File: config.mk
export PLATFORM = sky130hd
export DESIGN_NAME = prog_clock_divider
export DESIGN_NICKNAME = d
export VERILOG_FILES = /design/src/rtl/prog_clock_divider.sv
export SDC_FILE = /design/constraint.sdc
export NUM_CORES = 1
export LEC_CHECK = 0
export ABC_CLOCK_PERIOD_IN_PS = 6450
export CAP_MARGIN = 30
export CORE_MARGIN = 4
export CORE_UTILIZATION = 40
export DETAILED_ROUTE_END_ITERATION = 7
export PLACE_DENSITY = 0.63
export REMOVE_ABC_BUFFERS = 1
export SLEW_MARGIN = 15
export SYNTH_ARGS = -nofsm -noshare
export SYNTH_HDL_FRONTEND = slang
export SYNTH_SLANG_ARGS = --single-unit
File: constraint.sdc
create_clock -name clk -period 6.45 [get_ports clk]
set_clock_uncertainty 0.1 [all_clocks]
set_input_delay 0.9675 -clock clk [delete_from_list [all_inputs] [get_ports clk]]
set_output_delay 0.9675 -clock clk [all_outputs]
set_load 0.1 [all_outputs]
File: src/rtl/prog_clock_divider.sv
// rtl/prog_clock_divider.sv - programmable square-wave clock divider with tick counter and glitch-free divisor reload
module prog_clock_divider #(
  parameter int          CNT_W       = 32,
  parameter int unsigned DIV_DEFAULT = 5000000,
  parameter int          MOD         = 60,
  parameter int          MOD_W       = 6
) (
  input  logic             clk,
  input  logic             reset,
  input  logic             en,
  input  logic             load,
  input  logic [CNT_W-1:0] div_in,
  output logic             clk_out,
  output logic             tick,
  output logic [MOD_W-1:0] tick_cnt,
  output logic             wrap,
  output logic [CNT_W-1:0] div_cur
);

  localparam logic [CNT_W-1:0] DIV_RST   = CNT_W'(DIV_DEFAULT);
  localparam logic [CNT_W-1:0] CNT_ONE   = CNT_W'(1);
  localparam logic [MOD_W-1:0] TICK_ONE  = MOD_W'(1);
  localparam logic [MOD_W-1:0] TICK_LAST = MOD_W'(MOD - 1);

  logic [CNT_W-1:0] cnt;
  logic [CNT_W-1:0] pend_val;
  logic             pend_vld;

  logic             load_ok;
  logic [CNT_W-1:0] cnt_last;
  logic             tc;
  logic             rise;
  logic             apply_div;
  logic [CNT_W-1:0] next_div;
  logic             retime;

  // A zero divisor would stall the counter, so such loads are dropped entirely.
  assign load_ok   = load && (div_in != '0);
  // div_cur is never 0, so this subtraction cannot underflow, and cnt never
  // needs to reach div_cur itself, so 2^CNT_W-1 needs no extra counter bit.
  assign cnt_last  = div_cur - CNT_ONE;
  assign tc        = en && (cnt == cnt_last);
  assign rise      = tc && !clk_out;
  // A same-cycle load beats an older pending value (last write wins).
  assign apply_div = load_ok || pend_vld;
  assign next_div  = load_ok ? div_in : pend_val;
  // Divisor changes are only allowed where no half-period is in progress:
  // at a terminal count, or while the divider is stopped.
  assign retime    = !en || tc;

  // Half-period counter and output square wave.
  always_ff @(posedge clk) begin
    if (reset) begin
      cnt     <= '0;
      clk_out <= 1'b0;
    end else if (!en) begin
      if (apply_div) begin
        cnt <= '0;
      end
    end else if (tc) begin
      cnt     <= '0;
      clk_out <= ~clk_out;
    end else begin
      cnt <= cnt + CNT_ONE;
    end
  end

  // Divisor in effect plus the pending reload waiting for a safe edge.
  always_ff @(posedge clk) begin
    if (reset) begin
      div_cur  <= DIV_RST;
      pend_val <= '0;
      pend_vld <= 1'b0;
    end else if (retime) begin
      if (apply_div) begin
        div_cur  <= next_div;
      end
      pend_vld <= 1'b0;
    end else if (load_ok) begin
      pend_val <= div_in;
      pend_vld <= 1'b1;
    end
  end

  // Rising-edge tick, modulo tick counter and wrap pulse.
  always_ff @(posedge clk) begin
    if (reset) begin
      tick     <= 1'b0;
      wrap     <= 1'b0;
      tick_cnt <= '0;
    end else begin
      tick <= rise;
      wrap <= rise && (tick_cnt == TICK_LAST);
      if (rise) begin
        if (tick_cnt == TICK_LAST) begin
          tick_cnt <= '0;
        end else begin
          tick_cnt <= tick_cnt + TICK_ONE;
        end
      end
    end
  end

endmodule

==> run summary <==
The run finished with clean final reports. The worst hold path passes through 2 cells. The number of flops mapped to enable cells by yosys is 0. After synthesis, the mean cell area works out to 8.222 µm². Setup repair after global routing left no endpoint under its margin. Category of the worst setup path launch point: an input port. For this run, the leading register cell type out of synthesis is sky130_fd_sc_hd__dfxtp_1. The die covers 0.01921 mm². VDD sags by at most 160.1 µV. Clock tree synthesis found a total of 106 sinks. The final wirelength was 20,040 µm.

The tools report the pre-CTS setup slack as 1.676 ns. The maximum level of the CTS H-tree came out at 3. The total standard cell area after synthesis was 0.006824 mm².

The congestion estimate from routability-driven global placement came to 0.8389. The tool flagged a number of max-cap violations equal to 0. For this run, the top clock speed supported by timing is 238.7 MHz.

The tools report the hold violation total from the final report as 0. For the sequential area share after synthesis, the log shows 0.3110. The finished cells cover 0.008097 mm².

The net count of the finished layout is 902. Clock latency on the worst-skew pair, taken at its later pin, is 0.37 ns. For the initial antenna violation count, the log shows 0.

The critical path endpoint category was a flip-flop. The number of search-and-repair iterations in the first detailed-routing pass was 5; the average wire length per cell after detail routing was 18.42 µm. Counting cells, the worst reg-to-reg path comes to 10. In this run, the number of DRC markers left after iteration 0 of detailed routing was 557. The run gives 0 as the total global routing overflow. In this run the power density over the cells is 212.4 mW/mm².

The count of yosys warnings during synthesis is 0, and the final antenna-violating net count is 0. After detailed routing, the number of vias per cell comes to 5.963. The logs give 6.60 ns for the data required time of the critical path and 77 for the I/O pin count.

The fraction of layout cells with a size suffix above 1 is 0.08180. The HPWL after detailed placement is 13,950 µm. Ranked by total cell area, the synthesized netlist is headed by sky130_fd_sc_hd__dfxtp_1, sky130_fd_sc_hd__mux2i_1, sky130_fd_sc_hd__nand2_1, sky130_fd_sc_hd__xnor2_1, sky130_fd_sc_hd__xor2_1. For the finished layout, the period the worst path requires is 4.190 ns. Die extent in y: 138.6 µm. The critical path class was input port to flip-flop. The buffers inserted during post-CTS setup optimization is 0, and the area of the core region is 0.01664 mm². At the pin with the least slew margin, the transition time is 0.9876 ns.

The peak fanout along the critical path is 27. Counting along the longest clock path gives a buffer depth of 2. Number of antenna diodes: 0. The worst hold-check path type was flip-flop to flip-flop.

The share of the clock period used by the worst path after layout works out to 0.6496. The fraction of registers with async set/reset was 0; the leakage power summed over all cells was 2.799 nW. The post-synthesis instance total came out at 830. The commonest cells after synthesis are sky130_fd_sc_hd__dfxtp_1, sky130_fd_sc_hd__nand2_1, sky130_fd_sc_hd__clkbuf_1. The tools report the overall track demand over capacity in global routing as 0.2027. The clock buffer count from CTS is 9, and the largest net degree at the start of global routing is 87. The first global-routing pass estimated 32,200 µm of wire. The share of Yosys cell area claimed by the top area cell type was 0.3110; the number of filler instances in the final layout was 1,627. For the effective utilization at floorplan, the log shows 0.4100. For this run, design rule violations remaining after detail routing come to 0.

The routed layout has 6,488 vias. Total power for the finished layout comes to 0.001720 W. The root buffer cell chosen for the clock tree is sky130_fd_sc_hd__clkbuf_16. Setup violations remaining at the end of the flow were counted as 0.

Buffers placed on the I/O ports in this run total 76. Clock-pin slew was measured on the worst setup and hold paths at 0.07 ns. After synthesis the netlist holds a flip-flop and latch count of 106. The run gives 0.007701 mm² as the instance area at placement.

By instance count, the leading cell after synthesis is sky130_fd_sc_hd__dfxtp_1. Once the clock tree was built, the resizer swapped 0 gates to a different size. The logs give 2.260 ns for the setup slack after layout and 4.34 ns for the arrival time reported for the critical path endpoint.

The number of global-route vias before repair is 5,938. The hold-fix buffer count after cts came out at 0. Compared with the post-synthesis result, the final layout area differs by 18.65%. The width of the chip came out at 138.6 µm. TritonCTS built the clock tree. The largest total area in the synthesized netlist belongs to sky130_fd_sc_hd__dfxtp_1. The logs give 47 for the total number of placement rows and 0 for the number of pins exceeding their max-slew limit in the final report. Yosys mapped the design onto 74 distinct sky130hd cell types.

The run gives 0.3396 as the tightest slew margin relative to the limit.
==> final timing paths <==
check / start / to / slack [ns]
worst max-delay path: div_in[29] / div_cur[7] / 2.26
worst min-delay path: pend_val[5] / pend_val[5] / 0.36
worst max register to register: div_cur[0] / tick_cnt[2] / 2.45
worst min register to register: pend_val[5] / pend_val[5] / 0.36
==> final cells by class <==
cell class | count | area (µm²) | area share
clock buffer | 10 | 239.0 | 0.02952
clock inverter | 6 | 93.84 | 0.01159
inverter | 13 | 50.05 | 0.006181
multi-input combinational | 640 | 4378 | 0.5407
sequential | 106 | 2122 | 0.2621
tap | 220 | 275.3 | 0.03400
timing repair buffer | 93 | 938.4 | 0.1159
==> cell families after synthesis <==
kind of cell | synth area share
adder cells (fa/ha/maj) | 0.005501
AND/OR/NAND/NOR | 0.2957
buffers and inverters | 0.05280
XOR/XNOR | 0.08214
AO/OA/AOI/OAI | 0.1513
flip-flops | 0.3110
multiplexers | 0.1016
==> state kept, by name, summed over array words and instances (netlist names) <==
name	count
clk_out	1
cnt	32
pend_val	32
pend_vld	1
tick	1
wrap	1
tick_cnt	6
div_cur	32
==> worst max-delay path: stages <==
cell                              delay [ns]
sky130_fd_sc_hd__clkdlybuf4s50_1        0.45
sky130_fd_sc_hd__nor4_1                 0.53
sky130_fd_sc_hd__nand4_1                0.21
sky130_fd_sc_hd__o21ai_0                0.55
sky130_fd_sc_hd__nand2b_1               0.52
sky130_fd_sc_hd__nand3_1                0.37
sky130_fd_sc_hd__buf_4                  0.39
sky130_fd_sc_hd__nor2_1                 0.09
sky130_fd_sc_hd__a31oi_1                0.15
sky130_fd_sc_hd__nand3_1                0.10
==> per-stage QoR <==
step                hold WS [ns]  std cells  TNS (ns)  utilization
floorplan                 0.3322        759    -3.573            -
global placement          0.3400       1066         0       0.4608
detailed placement        0.3449       1068         0       0.4627
CTS                       0.3590       1084         0       0.4827
global route              0.3758       1088         0       0.4865
finish                    0.3561       1088         0       0.4865
==> routing by layer <==
layer	global-route usage	wire, µm
met1	0.2839	9396
met2	0.3219	9251
met3	0.04034	1107
met4	0.05098	284
met5	0	0
==> report_power, final <==
| group | leakage (nW) | internal, W | switching [W] |
|---|---|---|---|
| Clock | 0.165 | 0.000356 | 0.000271 |
| Combinational | 1.77 | 0.000125 | 0.000243 |
| Sequential | 0.863 | 0.000679 | 0.0000463 |
| Total | 2.80 | 0.00116 | 0.000560 |
==> layout by cell type, fill, tap and decap left out, drive strengths merged, types with 5 or more instances in the layout <==
cell and n:
clkbuf 10, nand3 53, nor2 60, mux2i 58, dfxtp 106, clkdlybuf4s50 76
a21oi 9, nor3b 7, o21ai 10, nor2b 5, a2111oi 10, nand4 19
o32ai 8, o2111ai 24, o32a 6, nand2 84, buf 17, or4 26
nor3 55, inv 14, nor4 22, a31oi 19, xor2 30, o31ai 5
xnor2 34, a211oi 9, mux2 10, or3 7, or2 5, and3 11
No activity file was read; power rests on OpenSTA's default activity.
